<file path="src/rtl/wb_pkg.sv">
// Shared definitions for the writeback/commit stage.
// Load-select bit positions, FSM encoding and GPR index width.
package wb_pkg;

  localparam int GPR_W = 5;
  localparam int LS_W  = 11;

  localparam int LS_LB  = 0;
  localparam int LS_LBU = 1;
  localparam int LS_LH  = 2;
  localparam int LS_LHU = 3;
  localparam int LS_LW  = 4;
  localparam int LS_L0  = 5;
  localparam int LS_L1  = 6;
  localparam int LS_L2  = 7;
  localparam int LS_R1  = 8;
  localparam int LS_R2  = 9;
  localparam int LS_R3  = 10;

  typedef enum logic [1:0] {
    EMPTY = 2'd0,
    WAIT  = 2'd1,
    READY = 2'd2
  } wb_state_t;

endpackage

</file>
<file path="src/rtl/wb_load_align.sv">
// Per-lane load data extraction: byte/half select, sign
// extension and unaligned-word merging with the old rt value.
module wb_load_align
  import wb_pkg::*;
#(
  parameter int XLEN = 32
) (
  input  logic            i_load,
  input  logic [1:0]      i_align,
  input  logic [LS_W-1:0] i_loadsel,
  input  logic [XLEN-1:0] i_data,
  input  logic [XLEN-1:0] i_rt,
  input  logic [XLEN-1:0] i_res,
  output logic [XLEN-1:0] o_wdata
);

  logic [7:0]  w_byte;
  logic [15:0] w_half;
  logic [31:0] w_word;
  logic [31:0] w_rt;

  assign w_byte = i_data[{i_align, 3'b000} +: 8];
  assign w_half = i_data[{i_align[1], 4'b0000} +: 16];
  assign w_word = i_data[31:0];
  assign w_rt   = i_rt[31:0];

  // select the result: ALU value unless this lane is a load
  always_comb begin
    o_wdata = i_res;
    if (i_load) begin
      unique case (1'b1)
        i_loadsel[LS_LB]:
          o_wdata = XLEN'($signed(w_byte));
        i_loadsel[LS_LBU]:
          o_wdata = XLEN'(w_byte);
        i_loadsel[LS_LH]:
          o_wdata = XLEN'($signed(w_half));
        i_loadsel[LS_LHU]:
          o_wdata = XLEN'(w_half);
        i_loadsel[LS_LW]:
          o_wdata = XLEN'($signed(w_word));
        i_loadsel[LS_L0]:
          o_wdata = XLEN'($signed(
            {w_word[7:0], w_rt[23:0]}));
        i_loadsel[LS_L1]:
          o_wdata = XLEN'($signed(
            {w_word[15:0], w_rt[15:0]}));
        i_loadsel[LS_L2]:
          o_wdata = XLEN'($signed(
            {w_word[23:0], w_rt[7:0]}));
        i_loadsel[LS_R1]:
          o_wdata = XLEN'($signed(
            {w_rt[31:24], w_word[31:8]}));
        i_loadsel[LS_R2]:
          o_wdata = XLEN'($signed(
            {w_rt[31:16], w_word[31:16]}));
        i_loadsel[LS_R3]:
          o_wdata = XLEN'($signed(
            {w_rt[31:8], w_word[31:24]}));
        default:
          o_wdata = i_res;
      endcase
    end
  end

endmodule

</file>
<file path="src/rtl/wb_commit_stage.sv">
// Multi-lane writeback/commit stage with in-order load returns.
// Optional retire trace on dbg_* when WB_DEBUG_TRACE_EN is defined.
module wb_commit_stage
  import wb_pkg::*;
#(
  parameter int LANES = 2,
  parameter int XLEN  = 32
) (
  input  logic                     clk,
  input  logic                     rst,
  input  logic                     flush_i,
  input  logic                     mem_valid_i,
  input  logic                     pba_ok_i,
  output logic                     wb_allowin_o,
  input  logic [LANES*GPR_W-1:0]   mem_wnum_i,
  input  logic [LANES*XLEN-1:0]    mem_pc_i,
  input  logic [LANES*XLEN-1:0]    mem_res_i,
  input  logic [LANES*XLEN-1:0]    mem_rt_i,
  input  logic [LANES-1:0]         mem_memreq_i,
  input  logic [LANES*2-1:0]       mem_align_i,
  input  logic [LANES*LS_W-1:0]    mem_loadsel_i,
  input  logic                     data_ok_i,
  input  logic [XLEN-1:0]          data_rdata_i,
  output logic [LANES-1:0]         wb_wen_o,
  output logic [LANES*GPR_W-1:0]   wb_wnum_o,
  output logic [LANES*XLEN-1:0]    wb_wdata_o,
  output logic [LANES*XLEN-1:0]    wb_fwd_o,
  output logic                     wb_busy_o,
  output logic [LANES*XLEN-1:0]    dbg_pc_o,
  output logic [LANES*4-1:0]       dbg_wen_o,
  output logic [LANES*GPR_W-1:0]   dbg_wnum_o,
  output logic [LANES*XLEN-1:0]    dbg_wdata_o
);

  localparam int DW = $clog2(LANES + 1);

  wb_state_t                r_state;
  logic [DW-1:0]            r_drop;
  logic [LANES*GPR_W-1:0]   r_wnum;
  logic [LANES*XLEN-1:0]    r_pc;
  logic [LANES*XLEN-1:0]    r_res;
  logic [LANES*XLEN-1:0]    r_rt;
  logic [LANES*XLEN-1:0]    r_ldata;
  logic [LANES-1:0]         r_memreq;
  logic [LANES-1:0]         r_pend;
  logic [LANES*2-1:0]       r_align;
  logic [LANES*LS_W-1:0]    r_loadsel;

  logic                     w_allowin;
  logic                     w_commit;
  logic                     w_dok_drop;
  logic                     w_dok_fill;
  logic [LANES-1:0]         w_fill_oh;
  logic [LANES-1:0]         w_pend_nxt;
  logic [DW-1:0]            w_drop_dec;
  logic [DW-1:0]            w_outst;
  logic [DW:0]              w_drop_sum;
  logic [DW-1:0]            w_drop_flush;
  logic [LANES-1:0]         w_dup;
  logic [LANES-1:0]         w_wen;
  logic [LANES*XLEN-1:0]    w_wdata;

  assign w_allowin  = (r_state != WAIT) && pba_ok_i;
  assign w_commit   = (r_state == READY) && pba_ok_i
                      && !flush_i;
  assign w_dok_drop = data_ok_i && (r_drop != '0);
  assign w_dok_fill = data_ok_i && (r_drop == '0)
                      && (r_state == WAIT);
  assign w_fill_oh  = r_pend & (~r_pend + LANES'(1));
  assign w_pend_nxt = w_dok_fill ? (r_pend & ~w_fill_oh)
                                 : r_pend;
  assign w_drop_dec = r_drop - DW'(w_dok_drop);

  // responses still owed by memory after this cycle
  always_comb begin
    w_outst = '0;
    for (int i = 0; i < LANES; i++) begin
      w_outst = w_outst + DW'(w_pend_nxt[i]);
    end
  end

  assign w_drop_sum   = {1'b0, w_drop_dec} + {1'b0, w_outst};
  assign w_drop_flush = w_drop_sum[DW] ? '1
                                       : w_drop_sum[DW-1:0];

  // state, group capture, load fill and stale-response drop
  always_ff @(posedge clk) begin
    if (!rst) begin
      r_state   <= EMPTY;
      r_drop    <= '0;
      r_wnum    <= '0;
      r_pc      <= '0;
      r_res     <= '0;
      r_rt      <= '0;
      r_ldata   <= '0;
      r_memreq  <= '0;
      r_pend    <= '0;
      r_align   <= '0;
      r_loadsel <= '0;
    end else if (flush_i) begin
      r_state <= EMPTY;
      r_pend  <= '0;
      r_drop  <= (r_state == WAIT) ? w_drop_flush
                                   : w_drop_dec;
    end else begin
      r_drop <= w_drop_dec;
      if (w_allowin && mem_valid_i) begin
        r_wnum    <= mem_wnum_i;
        r_pc      <= mem_pc_i;
        r_res     <= mem_res_i;
        r_rt      <= mem_rt_i;
        r_memreq  <= mem_memreq_i;
        r_pend    <= mem_memreq_i;
        r_align   <= mem_align_i;
        r_loadsel <= mem_loadsel_i;
        r_ldata   <= '0;
        r_state   <= (|mem_memreq_i) ? WAIT : READY;
      end else if (w_allowin) begin
        r_state <= EMPTY;
      end else if (w_dok_fill) begin
        for (int i = 0; i < LANES; i++) begin
          if (w_fill_oh[i]) begin
            r_ldata[i*XLEN +: XLEN] <= data_rdata_i;
          end
        end
        r_pend <= w_pend_nxt;
        if (w_pend_nxt == '0) begin
          r_state <= READY;
        end
      end
    end
  end

  // a later lane writing the same register wins
  always_comb begin
    w_dup = '0;
    w_wen = '0;
    for (int i = 0; i < LANES; i++) begin
      for (int j = i + 1; j < LANES; j++) begin
        if (r_wnum[j*GPR_W +: GPR_W]
            == r_wnum[i*GPR_W +: GPR_W]) begin
          w_dup[i] = 1'b1;
        end
      end
      w_wen[i] = w_commit
                 && (r_wnum[i*GPR_W +: GPR_W] != '0)
                 && !w_dup[i];
    end
  end

  genvar g;
  for (g = 0; g < LANES; g++) begin : g_lane
    wb_load_align #(
      .XLEN (XLEN)
    ) u_align (
      .i_load    (r_memreq[g]),
      .i_align   (r_align[g*2 +: 2]),
      .i_loadsel (r_loadsel[g*LS_W +: LS_W]),
      .i_data    (r_ldata[g*XLEN +: XLEN]),
      .i_rt      (r_rt[g*XLEN +: XLEN]),
      .i_res     (r_res[g*XLEN +: XLEN]),
      .o_wdata   (w_wdata[g*XLEN +: XLEN])
    );
  end

  assign wb_allowin_o = w_allowin;
  assign wb_wen_o     = w_wen;
  assign wb_wnum_o    = r_wnum;
  assign wb_wdata_o   = w_wdata;
  assign wb_fwd_o     = w_wdata;
  assign wb_busy_o    = (r_state == WAIT);

`ifdef WB_DEBUG_TRACE_EN
  logic [LANES*XLEN-1:0]  r_dbg_pc;
  logic [LANES*4-1:0]     r_dbg_wen;
  logic [LANES*GPR_W-1:0] r_dbg_wnum;
  logic [LANES*XLEN-1:0]  r_dbg_wdata;

  // trace each retired group one cycle after commit
  always_ff @(posedge clk) begin
    if (!rst) begin
      r_dbg_pc    <= '0;
      r_dbg_wen   <= '0;
      r_dbg_wnum  <= '0;
      r_dbg_wdata <= '0;
    end else begin
      for (int i = 0; i < LANES; i++) begin
        r_dbg_wen[i*4 +: 4] <= {4{w_wen[i]}};
      end
      r_dbg_pc    <= r_pc;
      r_dbg_wnum  <= r_wnum;
      r_dbg_wdata <= w_wdata;
    end
  end

  assign dbg_pc_o    = r_dbg_pc;
  assign dbg_wen_o   = r_dbg_wen;
  assign dbg_wnum_o  = r_dbg_wnum;
  assign dbg_wdata_o = r_dbg_wdata;
`else
  logic w_unused_pc;
  assign w_unused_pc = ^r_pc;

  assign dbg_pc_o    = '0;
  assign dbg_wen_o   = '0;
  assign dbg_wnum_o  = '0;
  assign dbg_wdata_o = '0;
`endif

endmodule
</file>
<file path="config.mk">
export PLATFORM = sky130hd
export DESIGN_NAME = wb_commit_stage
export DESIGN_NICKNAME = d
export VERILOG_FILES = /design/src/rtl/wb_pkg.sv /design/src/rtl/wb_load_align.sv /design/src/rtl/wb_commit_stage.sv
export SDC_FILE = /design/constraint.sdc
export NUM_CORES = 1
export LEC_CHECK = 0
export ABC_AREA = 1
export ABC_CLOCK_PERIOD_IN_PS = 2450
export CAP_MARGIN = 25
export CORE_AREA = 10 10 207 209
export DETAILED_ROUTE_END_ITERATION = 16
export DIE_AREA = 0 0 217 219
export HOLD_SLACK_MARGIN = 0.08
export PLACE_DENSITY = 0.76
export RECOVER_POWER = 25
export SETUP_SLACK_MARGIN = 0.05
export SYNTH_ARGS = -nofsm -noshare
export SYNTH_HDL_FRONTEND = slang
export SYNTH_SLANG_ARGS = --single-unit
</file>
<file path="constraint.sdc">
create_clock -name clk -period 2.45 [get_ports clk]
set_clock_uncertainty 0.2 [all_clocks]
set_input_delay 0.245 -clock clk [delete_from_list [all_inputs] [get_ports clk]]
set_output_delay 0.245 -clock clk [all_outputs]
set_load 0.005 [all_outputs]
</file>
==> reports/qor.csv <==
metric,value,unit
Area growth syn-to-layout,56.4,%
TritonCTS Sinks,236,
hold path cells,3,
main flop type after synthesis,dfxtp_1,
net total in the final layout,3415,
HP Class,in -> reg,
Synth area leaders,"dfxtp_1, nand2_1, buf_4",
synth warn,0,
slowest CP cell,dfxtp_2,
crit path DAT,2.24,ns
crit-path max cell delay,0.34,ns
Routed WL,77.3,mm
IO Count,556,
CP Max Fanout,7,
starting density of the core,41.4,%
number of global-route vias before repair,18405,
largest net degree at the start of global routing,138,
RSZ-0062 raised after global routing,true,
Iteration-0 DRC Markers,2399,
synthesized area,15900,µm²
placed cell areas,19400,µm²
worst-path cell chain,nor2_4 > nand2_2 > nor2_4 > nand2_4 > buf_6 > buf_6 > nand3_2 > nor2_2 > nor2_2 > buf_2,
Fmax achieved,372,MHz
Total Routing Usage GR,28.5,%
M1 GR Usage,37.6,%
synthesized instance count,2706,
final worst slack,-0.237,ns
post-synthesis async set-or-reset flop share,0,%
DR DRC count,0,
GR Layer Usage met3,6.13,%
clock insertion delay at the later pin of the skew report,0.57,ns
Reg2Reg Launch Point,r_state[0],
"commonest non-fill, non-tap cell in the layout",nand2_1,
Worst Tran Pin Value,0.983,ns
core area,38600,µm²
Die ar.,47500,µm²
Util after Layout,64.7,%
Final min period,2.69,ns
CP endpoint,wb_fwd_o[53],
worst reg-to-reg path cell count,8,
leading area contributor after synthesis,dfxtp_1,
Syn Area/Cell,5.89,µm²
post-DP HPWL,49.2,mm
fin area,24900,µm²
CP Launch Type,flop,
Top Usage Layer GRT,met2,
drt first pass iters,5,
max_cap viols,0,
DRT antenna net count,0,
WP data required,2.01,ns
routability congestion estimate from global placement,0.945,
GR Util met2,45.7,%
H-tree depth,1,
Die X,217,µm
Final setup viols,124,
RR Endpoint,r_ldata[3],
initial antenna violation count,3,
Final Hold Fails,0,
post-synthesis sequential area ratio,29.6,%
Critical Path Sink Type,primary output,
port bufs,345,
share of the synthesized area in the top cell type,29.6,%
TritonCTS Buffers,27,
Slew Limit Fails,0,
Netlist cell types,26,
site row count,72,
CTS Root Cell,clkbuf_16,
dpl ws,-0.0441,ns
Avg WL per Cell,21.0,µm
WS Path Type,reg -> out,
CTS tree,yes,
total congestion overflow,0,
failing checks,setup timing,
worst hold slack,0.0867,ns
Seq cells post-synth,236,
share of cells above drive strength 1,28.0,%
Setup TNS Final,-11.79,ns
final period utilization,110,%
Die Span Y,219,µm
P per Cell Area,477,nW/µm²
"reg-to-reg slack, setup",0.33,ns
Leakage Power,11.1,nW
Max VDD drop,0.364,mV
status,"finished, violations left",
most frequent cells in the layout,"nand2_1, dfxtp_1, clkdlybuf4s50_1, nand3_1, nor2_1",
clock buffer depth,3,
Vias,20120,
first-pass GRT wire length,109,mm
Critical Path Source,r_loadsel[16],
Post-synth EDFFs,0,
Worst-path clk slew,0.07,ns
Vias/cell,5.46,
worst rel slew slack,34.5,%
==> worst min-delay path by stage <==
stage,start,endpoint,slack [ns]
2_1_floorplan,mem_rt_i[53],r_rt[53],0.21
3_3_place_gp,r_loadsel[1],r_loadsel[1],0.24
3_5_place_dp,r_res[46],r_res[46],0.25
4_1_cts,mem_rt_i[6],r_rt[6],0.08
5_1_grt,mem_rt_i[17],r_rt[17],0.10
6_report,mem_rt_i[17],r_rt[17],0.09
==> routing by layer <==
layer | part of all wire (%) | up-vias
met2 | 46 | 1230
li1 | - | 9181
met3 | 11 | 223
met1 | 40 | 9486
met4 | 4.0 | 0
met5 | 0 | -
==> where the power goes <==
group / switching, W / internal [W] / total (W) / leakage (nW)
Sequential: 0.000182 / 0.00397 / 0.00415 / 1.93
Clock: 0.00176 / 0.00271 / 0.00447 / 0.470
Combinational: 0.00176 / 0.00153 / 0.00329 / 8.67
Total: 0.00370 / 0.00821 / 0.0119 / 11.1
==> per-stage QoR <==
stage	power, W	cells
2_1_floorplan	0.00542	2851
3_3_place_gp	0.00629	3421
3_5_place_dp	0.00632	3421
4_1_cts	0.0116	3659
5_1_grt	0.0123	3684
6_report	0.0119	3684
==> critical path: cells and delay by family, from the launching register on <==
kind | cells | cell delay, ns
buffers and inverters | 3 | 0.46
AND/OR/NAND/NOR | 7 | 0.86
flip-flops | 1 | 0.34
==> flip-flops by register name, indices dropped and copies added, names as in the netlist <==
| register | count |
|---|---|
| r_align | 4 |
| r_drop | 2 |
| r_ldata | 64 |
| r_loadsel | 22 |
| r_memreq | 2 |
| r_pend | 2 |
| r_res | 64 |
| r_rt | 64 |
| r_state | 2 |
| wb_wnum_o | 10 |
==> area by class of cell <==
class	instances	area, µm²
Fill cell	3164	13600
Timing Repair Buffer	663	6830
Tap cell	518	648
Multi-Input combinational cell	2095	11200
Clock buffer	36	769
Clock inverter	11	186
Antenna cell	3	7.51
Inverter	122	488
Sequential cell	236	4800
==> cells in the mapped netlist, types with 9 or more instances <==
cell,n
nand2_2,9
o21ai_0,38
dfxtp_1,236
nand4_1,105
nand2_1,925
nor2_1,365
nand3_1,249
a21oi_1,241
buf_4,216
inv_2,9
buf_2,62
clkbuf_1,109
inv_1,113
==> cells by family after synthesis <==
family	count (synthesis)	synth area share (%)
compound gates	280	8.80
xor+xnor	4	0.220
fa+ha+maj	2	0.157
buf+inv	520	18.0
flops	236	29.6
other cells	1	0.0235
simple gates	1663	43.2
==> repair_timing <==
action | 4_1_cts | 5_1_grt
hold endpoints to repair | 104 | 0
pin swaps | 253 | 218
hold buffers | 93 | 0
gates cloned | 21 | 4
buffers inserted | 80 | 24
gates resized for setup | 1013 | 323
setup endpoints to repair | 129 | 130
Note: power is estimated with default switching activity, not from simulation.
